==> config.mk <==
export PLATFORM = sky130hd
export DESIGN_NAME = cmd_seq_rx
export DESIGN_NICKNAME = d
export VERILOG_FILES = /design/src/rtl/cmd_seq_rx.sv
export SDC_FILE = /design/constraint.sdc
export NUM_CORES = 1
export LEC_CHECK = 0
export CORE_MARGIN = 2
export CORE_UTILIZATION = 42
export CTS_CLUSTER_DIAMETER = 150
export DETAILED_ROUTE_END_ITERATION = 12
export GPL_ROUTABILITY_DRIVEN = 1
export GPL_TIMING_DRIVEN = 0
export PLACE_DENSITY_LB_ADDON = 0.3
export REMOVE_ABC_BUFFERS = 1
export SLEW_MARGIN = 20
export SYNTH_ARGS = -nofsm -noshare
export SYNTH_HDL_FRONTEND = slang
export SYNTH_SLANG_ARGS = --single-unit
export TNS_END_PERCENT = 30
==> constraint.sdc <==
create_clock -name BUS_CLK -period 4.26 [get_ports BUS_CLK]
set_clock_uncertainty 0.15 [all_clocks]
set_input_delay 1.065 -clock BUS_CLK [delete_from_list [all_inputs] [get_ports BUS_CLK]]
set_output_delay 1.065 -clock BUS_CLK [all_outputs]
set_load 0.02 [all_outputs]
==> src/rtl/cmd_seq_rx.sv <==
// Serial command receiver: MSB-first deserializer feeding a tagged word FIFO.
// Frame ends on CMD_READY or a new CMD_START_FLAG; words carry NBITS/LAST tags.
module cmd_seq_rx #(
    parameter int WORD_WIDTH = 8,
    parameter int FIFO_DEPTH = 16,
    localparam int NBW = $clog2(WORD_WIDTH + 1)
) (
    input  logic                  BUS_CLK,
    input  logic                  BUS_RST_N,
    input  logic                  CMD_DATA,
    input  logic                  CMD_START_FLAG,
    input  logic                  CMD_READY,
    output logic [WORD_WIDTH-1:0] WORD_DATA,
    output logic [NBW-1:0]        WORD_NBITS,
    output logic                  WORD_LAST,
    output logic                  WORD_VALID,
    input  logic                  WORD_READY,
    output logic [15:0]           FRAME_CNT,
    output logic [7:0]            DROP_CNT,
    output logic                  OVERFLOW
);

    localparam int AW  = $clog2(FIFO_DEPTH);
    localparam int CW  = $clog2(FIFO_DEPTH + 1);
    localparam int SHW = NBW + 1;

    typedef enum logic {
        S_IDLE,
        S_SHIFT
    } state_t;

    state_t                r_state;
    logic [WORD_WIDTH-1:0] r_shreg;
    logic [NBW-1:0]        r_bcnt;
    logic [15:0]           r_frame_cnt;

    logic [WORD_WIDTH-1:0] r_mem_d [FIFO_DEPTH];
    logic [NBW-1:0]        r_mem_n [FIFO_DEPTH];
    logic                  r_mem_l [FIFO_DEPTH];
    logic [AW-1:0]         r_wp;
    logic [AW-1:0]         r_rp;
    logic [CW-1:0]         r_cnt;
    logic [7:0]            r_drop;
    logic                  r_ovf;

    logic                  w_close;
    logic                  w_word_done;
    logic                  w_push;
    logic [WORD_WIDTH-1:0] w_pdata;
    logic [NBW-1:0]        w_pnbits;
    logic                  w_plast;
    logic [SHW-1:0]        w_sh;
    logic [WORD_WIDTH-1:0] w_align;
    logic [WORD_WIDTH-1:0] w_shift;
    logic                  w_valid;
    logic                  w_full;
    logic                  w_pop;
    logic                  w_wr;
    logic                  w_drop;

    // Stale upper bits of the shift register fall off the top here.
    assign w_sh    = SHW'(WORD_WIDTH) - SHW'(r_bcnt);
    assign w_align = r_shreg << w_sh;
    assign w_shift = {r_shreg[WORD_WIDTH-2:0], CMD_DATA};

    assign w_close     = (r_state == S_SHIFT) &&
                         (CMD_READY || CMD_START_FLAG);
    assign w_word_done = (r_state == S_SHIFT) && !CMD_READY &&
                         !CMD_START_FLAG &&
                         (r_bcnt == NBW'(WORD_WIDTH - 1));

    always_comb begin
        w_push   = 1'b0;
        w_pdata  = '0;
        w_pnbits = '0;
        w_plast  = 1'b0;
        if (w_close) begin
            w_push   = 1'b1;
            w_pdata  = w_align;
            w_pnbits = r_bcnt;
            w_plast  = 1'b1;
        end else if (w_word_done) begin
            w_push   = 1'b1;
            w_pdata  = w_shift;
            w_pnbits = NBW'(WORD_WIDTH);
        end
    end

    always_ff @(posedge BUS_CLK) begin
        if (!BUS_RST_N) begin
            r_state     <= S_IDLE;
            r_shreg     <= '0;
            r_bcnt      <= '0;
            r_frame_cnt <= '0;
        end else begin
            unique case (r_state)
                S_IDLE: begin
                    if (CMD_START_FLAG) begin
                        r_shreg <= w_shift;
                        r_bcnt  <= NBW'(1);
                        r_state <= S_SHIFT;
                    end
                end
                S_SHIFT: begin
                    if (CMD_READY) begin
                        r_bcnt      <= '0;
                        r_frame_cnt <= r_frame_cnt + 16'd1;
                        r_state     <= S_IDLE;
                    end else if (CMD_START_FLAG) begin
                        r_frame_cnt <= r_frame_cnt + 16'd1;
                        r_shreg     <= w_shift;
                        r_bcnt      <= NBW'(1);
                    end else begin
                        r_shreg <= w_shift;
                        r_bcnt  <= w_word_done ? '0 : r_bcnt + NBW'(1);
                    end
                end
            endcase
        end
    end

    assign w_valid = (r_cnt != '0);
    assign w_full  = (r_cnt == CW'(FIFO_DEPTH));
    assign w_pop   = w_valid && WORD_READY;
    assign w_wr    = w_push && (!w_full || w_pop);
    assign w_drop  = w_push && w_full && !w_pop;

    always_ff @(posedge BUS_CLK) begin
        if (w_wr) begin
            r_mem_d[r_wp] <= w_pdata;
            r_mem_n[r_wp] <= w_pnbits;
            r_mem_l[r_wp] <= w_plast;
        end
    end

    always_ff @(posedge BUS_CLK) begin
        if (!BUS_RST_N) begin
            r_wp   <= '0;
            r_rp   <= '0;
            r_cnt  <= '0;
            r_drop <= '0;
            r_ovf  <= 1'b0;
        end else begin
            if (w_wr) begin
                r_wp <= r_wp + AW'(1);
            end
            if (w_pop) begin
                r_rp <= r_rp + AW'(1);
            end
            if (w_wr && !w_pop) begin
                r_cnt <= r_cnt + CW'(1);
            end else if (!w_wr && w_pop) begin
                r_cnt <= r_cnt - CW'(1);
            end
            if (w_drop) begin
                r_ovf <= 1'b1;
                if (r_drop != 8'hFF) begin
                    r_drop <= r_drop + 8'd1;
                end
            end
        end
    end

    assign WORD_VALID = w_valid;
    assign WORD_DATA  = w_valid ? r_mem_d[r_rp] : '0;
    assign WORD_NBITS = w_valid ? r_mem_n[r_rp] : '0;
    assign WORD_LAST  = w_valid ? r_mem_l[r_rp] : 1'b0;
    assign FRAME_CNT  = r_frame_cnt;
    assign DROP_CNT   = r_drop;
    assign OVERFLOW   = r_ovf;

endmodule

==> results of run 1 <==
[synth_stat cells, types with 4 or more instances]
library cell,instances
edfxtp_1,208
nor2_1,70
dfxtp_1,55
mux4_2,54
mux2i_1,39
nand2_1,30
clkbuf_1,22
inv_1,18
a21oi_1,16
nand3_1,15
o22ai_1,15
xor2_1,15
ha_1,14
xnor2_1,14
o21ai_0,13
nor3_1,10
buf_2,9
nand2b_1,8
and3_1,7
nor4_1,5
o211ai_1,4
[layout make-up]
class                      count  area (sq um)
clock buffer                  35           736
clock inverter                13          73.8
fill                        2068         12600
inverter                      18          67.6
multi-input combinational    375          3400
sequential                   263          7360
tap                          330           413
timing repair buffer          62           674
[through the flow]
step | util (%) | hold WS [ns]
3_5_place_dp | 46.9 | 0.306
4_1_cts | 50.2 | 0.315
3_3_place_gp | 45.8 | 0.284
5_1_grt | 50.2 | 0.365
6_report | 50.2 | 0.312
2_1_floorplan | - | 0.296
[worst max-delay path, delay by kind of cell (launching register included)]
family / cells / cell delay (ns)
AO/OA/AOI/OAI: 1 / 0.14
buffers and inverters: 2 / 0.87
flip-flops: 1 / 0.57
multiplexers: 2 / 0.71
[flip-flops by register name, summed over array words and instances (netlist names), named ones only]
signal and count:
FRAME_CNT 16, r_mem_d 128, OVERFLOW 1, r_wp 4
r_state 1, DROP_CNT 8, r_rp 4, r_cnt 5
r_mem_n 64, r_mem_l 16, r_bcnt 4, r_shreg 8
[where the power goes]
part | internal, mW | switching, mW
combinational | 0.643 | 0.640
clock | 1.21 | 0.947
sequential | 2.79 | 0.111
total | 4.65 | 1.70
[final timing paths]
path                          startpoint  cells past startpoint                    end
setup / recovery                register                      5           WORD_DATA[1]
hold / removal     OVERFLOW$_SDFFE_PN0P_                      2  OVERFLOW$_SDFFE_PN0P_
setup reg to reg  r_bcnt[0]$_SDFFE_PN0P_                     12  r_cnt[4]$_SDFFE_PN0P_
hold reg to reg    OVERFLOW$_SDFFE_PN0P_                      2  OVERFLOW$_SDFFE_PN0P_
[cells by family (layout without fill, tap and decap cells)]
family / after synthesis / after routing / synth area share (%)
AOI/OAI and AO/OA: 68 / 68 / 4.13
buffers and inverters: 51 / 128 / 1.96
muxes: 95 / 95 / 14.9
xor gates and xnor gates: 29 / 29 / 2.33
adders and majority gates: 15 / 15 / 1.79
DFF: 263 / 263 / 67.4
and+or+nand+nor: 168 / 168 / 7.43
[routing by layer]
layer / part of all wire [%] / routed length [microns]
met3: 4.0 / 930
met4: 2.1 / 488
met2: 51 / 11700
met1: 43 / 9900
met5: 0 / 0
[what timing repair did]
item,4_1_cts,5_1_grt
buffers inserted,1,0
setup endpoints to repair,13,0
endpoints found under the hold margin,0,0
gates resized for setup,2,0
==> reports/qor.yml, run 1 <==
placed_design:
  pre_cts_slack_ns: -0.235
  io_buffer_count: 44
  post-place-cells: 1047
  gp_congestion: 0.840
  place_area_sq_um: 11900
  hpwl_microns: 15000
synthesis:
  synth_area_leaders: "edfxtp_1, mux4_2, dfxtp_1"
  synth-seq-cells: 263
  ys_async_sr_fraction_pct: 0
  yosysSeqAreaShare_pct: 67.4
  yosys.area.top_type_share_pct: 57.3
  ys_types: 50
  synth_area_sq_um: 10900
  synth_edf_count: 208
  synth_top_area_cell: "edfxtp_1"
  syn_avg_cell_area_sq_um: 15.8
  ys.flop_type: "edfxtp_1"
  yosysWarnings: 0
  syn-instance-count: 689
clock_tree:
  cts_tree: "yes"
  path_clk_slew_ns: 0.06
  htree_levels: 1
  ctsHoldBuffers: 0
  clock_sinks: 263
  cts-root-buf: "clkbuf_16"
  clk_path_buf_depth: 3
  numCtsBuffers: 27
  clkLatencyLatePin_ns: 0.53
die:
  die_area_sq_um: 27300
  die_w_microns: 165
  io_pins: 45
  rows: 58
  core_sq_um: 25300
  die_h_microns: 165
  initial_utilization_pct: 43.0
grt:
  grt_use_met3_pct: 2.45
  gr-total-overflow: 0
  grt_usage_pct: 17.4
  grt_pass1_vias: 6281
  grt.met1_usage_pct: 22.9
  grt.busiest_layer: "met2"
  grt_pass1_wl_microns: 36200
  gr-usage-met2_pct: 30.8
  grt_max_degree: 49
  antenna_found_initial: 0
setup_path:
  cp_slowest_cell: "clkdlybuf4s50_1"
  ff2ff_setup_slack_ns: 0.38
  path_max_fanout: 26
  path_class: "reg2out"
  critical_path_arrival_ns: 2.83
  cp-start-kind: "register"
  critPathCaptureType: "output port"
  crit_required_ns: 3.04
  max_stage_delay_ns: 0.58
  path_cells: "buf_12 > mux4_2 > mux2i_1 > o22ai_1 > clkdlybuf4s50_1"
sta:
  worst_slack_ns: 0.210
  setup_viol: 0
  period_needed_ns: 4.05
  max_clock_freq_mhz: 247
  fin_crit_sh_pct: 95.1
  rsz0062_at_grt: "false"
  maxSlewViolCount: 0
  relSlewSlack_pct: 27.9
  fin_setup_tns_ns: 0
  tightest_slew_ns: 1.07
  finalHoldViolCount: 0
cells_and_area:
  most-common-layout-cells: "edfxtp_1, nor2_1, mux4_2"
  drive_above_1_share_pct: 18.0
  mostFrequentLayoutCell: "edfxtp_1"
  postLayoutCellArea_sq_um: 12700
  areaGrowthSynthToFinish_pct: 16.7
  nets: 768
  final_cells: 1096
  diodes: 0
drt:
  drtAntennaViolNets: 0
  drtIter0Drc: 652
  wl_per_cell_microns: 21.0
  vias_per_cell: 5.58
  dr.pass1.iters: 7
  drc_errors: 0
  dr_total_vias: 6112
  wirelength_microns: 23100
power_and_ir_drop:
  power.total_mw: 6.35
  power.density_nw_per_um2: 499
  leakage_nw: 4.10
  ir_drop_uv: 240
status:
  status: "finished clean"
min_path:
  hold_path.class: "reg2reg"
flow_run:
  cap_violations: 0
Note: power is estimated with default switching activity, not from simulation.
==> inputs of run 2 (changes only) <==
- ABC_AREA: unset -> 1
==> run 2 against run 1 <==
Effect of this change: clock-buffer cell count is 1 lower; cell count up 44%; sequential share of layout area shrank 2.7 points; setup slack got worse by 0.014 ns; global-route usage is 1.9 points higher.
==> reports/qor.yml, run 2 <==
status:
  status: "finished clean"
synthesis:
  synth_top_family_by_area: "simple AND/OR/NAND/NOR gates"
  yosys.area_share.simple_pct: 25.0
  syn-instance-count: 1170
  syn_avg_cell_area_sq_um: 9.77
  synth_top_area_cell: "edfxtp_1"
  synth_most_common_cell: "nand2_1"
  synth_edf_count: 208
  synthAdderAreaFrac_pct: 1.71
  ys.flop_type: "edfxtp_1"
  yosysSeqAreaShare_pct: 64.2
  synth-seq-cells: 263
  synthMuxAreaShare_pct: 0
  synth_common_cells: "nand2_1, edfxtp_1, nand3_1"
  synth-xor-area-share_pct: 0.919
  synth_area_sq_um: 11400
  yosysWarnings: 0
  yosys.area.top_type_share_pct: 54.6
  ys_types: 33
  synth_area_leaders: "edfxtp_1, nand2_1, dfxtp_1"
  ys_async_sr_fraction_pct: 0
  synth-compound-area-share_pct: 4.19
clock_tree:
  numCtsBuffers: 28
  clock_sinks: 263
  htree_levels: 1
  path_clk_slew_ns: 0.06
  cts-root-buf: "clkbuf_16"
  clk_path_buf_depth: 3
  ctsHoldBuffers: 0
  cts_tree: "yes"
  clkLatencyLatePin_ns: 0.54
grt:
  grt_pass1_vias: 7768
  antenna_found_initial: 1
  grt_pass1_wl_microns: 43100
  grt_max_degree: 68
  grt_usage_pct: 19.3
  gr-total-overflow: 0
power_and_ir_drop:
  seqPwrFrac_pct: 42.3
  ir_drop_uv: 279
  p_int_mw: 4.70
  power.density_nw_per_um2: 521
  switching_share_pct: 32.5
  p_clk_share_pct: 32.5
  comb_power_share_pct: 25.2
  leakage_nw: 5.02
  switching_power_mw: 2.26
setup_path:
  cp-start-kind: "register"
  critPathCaptureType: "output port"
  path_cells: "buf_16 > inv_16 > buf_16 > nand2_1 > nand3_1 > nand3_1 > nand2_1 > nand2_1 > a21oi_1 > dlygate4sd2_1"
  cp_slowest_cell: "dfxtp_4"
  critical_path_arrival_ns: 2.85
  max_stage_delay_ns: 0.49
  crit_required_ns: 3.04
  path_class: "reg2out"
  path_max_fanout: 67
  cpMostUsedCell: "nand2_1"
sta:
  relSlewSlack_pct: 30.8
  period_needed_ns: 4.06
  worst_slack_ns: 0.196
  fin_crit_sh_pct: 95.4
  maxSlewViolCount: 0
  setup_viol: 0
  finalHoldViolCount: 0
  rsz0062_at_grt: "false"
  tightest_slew_ns: 1.03
  max_clock_freq_mhz: 246
placed_design:
  gp_congestion: 0.798
  post-place-cells: 1525
  hpwl_microns: 16700
  pre_cts_slack_ns: -0.633
  io_buffer_count: 44
die:
  initial_utilization_pct: 42.6
  die_h_microns: 169
  die_area_sq_um: 28600
  io_pins: 45
  die_w_microns: 169
  core_sq_um: 26900
  rows: 60
cells_and_area:
  areaGrowthSynthToFinish_pct: 16.8
  regMostFlops: "r_mem_d"
  diodes: 0
  n_fill_cell: 2401
  mostFrequentLayoutCell: "nand2_1"
  regArea_sq_um: 7360
  nets: 1238
  top_regs: "r_mem_d x128, r_mem_n x64"
  most-common-layout-cells: "nand2_1, edfxtp_1, nand3_1"
  final_cells: 1580
  multi_input_area_sq_um: 3690
  drive_above_1_share_pct: 7.75
  largest_register_ff_count: 128
flow_run:
  cap_violations: 0
drt:
  dr.pass1.iters: 8
  wl_met1_microns: 12400
  route.met2.wl_microns: 12400
  wirelength_microns: 27800
  wl_per_cell_microns: 17.6
  vias_per_cell: 5.33
  drtIter0Drc: 878
  dr_total_vias: 8429
  route.met3.wl_microns: 2140
  drc_errors: 0
  highest_layer: "met4"
  drtAntennaViolNets: 0
min_path:
  hold_path.class: "reg2reg"
## run 2: cell count changes in the layout (fill, tap and decap cells not counted), moves of 15 or more
cell	change
a21oi_1	+36
inv_1	+32
mux2i_1	-39
mux4_2	-54
nand2_1	+354
nand3_1	+187
o22ai_1	-15
## run 2: repair_timing
item | CTS | global route
gates cloned | 0 | 1
endpoints found under the hold margin | 0 | 0
buffers inserted | 1 | 1
pin swaps | 0 | 0
setup endpoints to repair | 15 | 8
gates resized for setup | 20 | 1
## run 2: layout make-up
type | count | area share (%)
clock buffer | 34 | 5.49
timing repair buffer | 70 | 5.92
multi-input combinational | 797 | 27.6
tap | 341 | 3.19
sequential | 263 | 55.1
clock inverter | 18 | 0.881
inverter | 57 | 1.80
## run 2: through the flow
stage	hold WS, ns	instance area (sq um)	util (%)	TNS (ns)	power (mW)
floorplan	0.297	11200	-	-8.57	4.06
global placement	0.313	12100	44.9	-299.41	4.71
detailed placement	0.312	12400	46.2	-67.92	4.72
CTS	0.332	13300	49.5	0	6.95
global route	0.365	13400	49.7	0	7.31
finish	0.325	13400	49.7	0	6.96
## run 2: critical path, delay by kind of cell, from the launching register on
family	cells	cell delay, ns
AOI/OAI and AO/OA	1	0.27
buffers and inverters	4	1.11
DFF	1	0.49
and+or+nand+nor	5	0.37
## run 2: power groups by stage
| stage | logic (mW) | clock network [mW] | registers (mW) |
|---|---|---|---|
| after detailed placement | 1.68 | 0 | 3.04 |
| after global placement | 1.60 | 0 | 3.11 |
| after CTS | 1.70 | 2.29 | 2.96 |
| final | 1.76 | 2.26 | 2.94 |
| after global routing | 1.96 | 2.39 | 2.96 |
| after floorplan | 1.05 | 0 | 3.00 |
## run 2: final timing paths
| check | start | end | slack (ns) | depth (start not counted) |
|---|---|---|---|---|
| setup / recovery | register | WORD_NBITS[0] | 0.20 | 10 |
| hold / removal | r_rp[2]$_SDFFE_PN0N_ | register | 0.33 | 2 |
| hold reg to reg | r_rp[2]$_SDFFE_PN0N_ | register | 0.33 | 2 |
| setup reg to reg | r_state$_SDFF_PN0_ | r_cnt[4]$_SDFFE_PN0P_ | 1.06 | 16 |
## run 2: kinds of logic after synthesis
family	after synthesis
xor+xnor	12
buf+inv	110
simple gates	679
fa+ha+maj	15
compound gates	91
flops	263
## run 2: per-layer routing
layer  track usage [%]  vias up
li1                  -     4075
met1              27.5     3980
met2              30.5      319
met3              3.06       55
met4              5.95        0
met5                 0        -
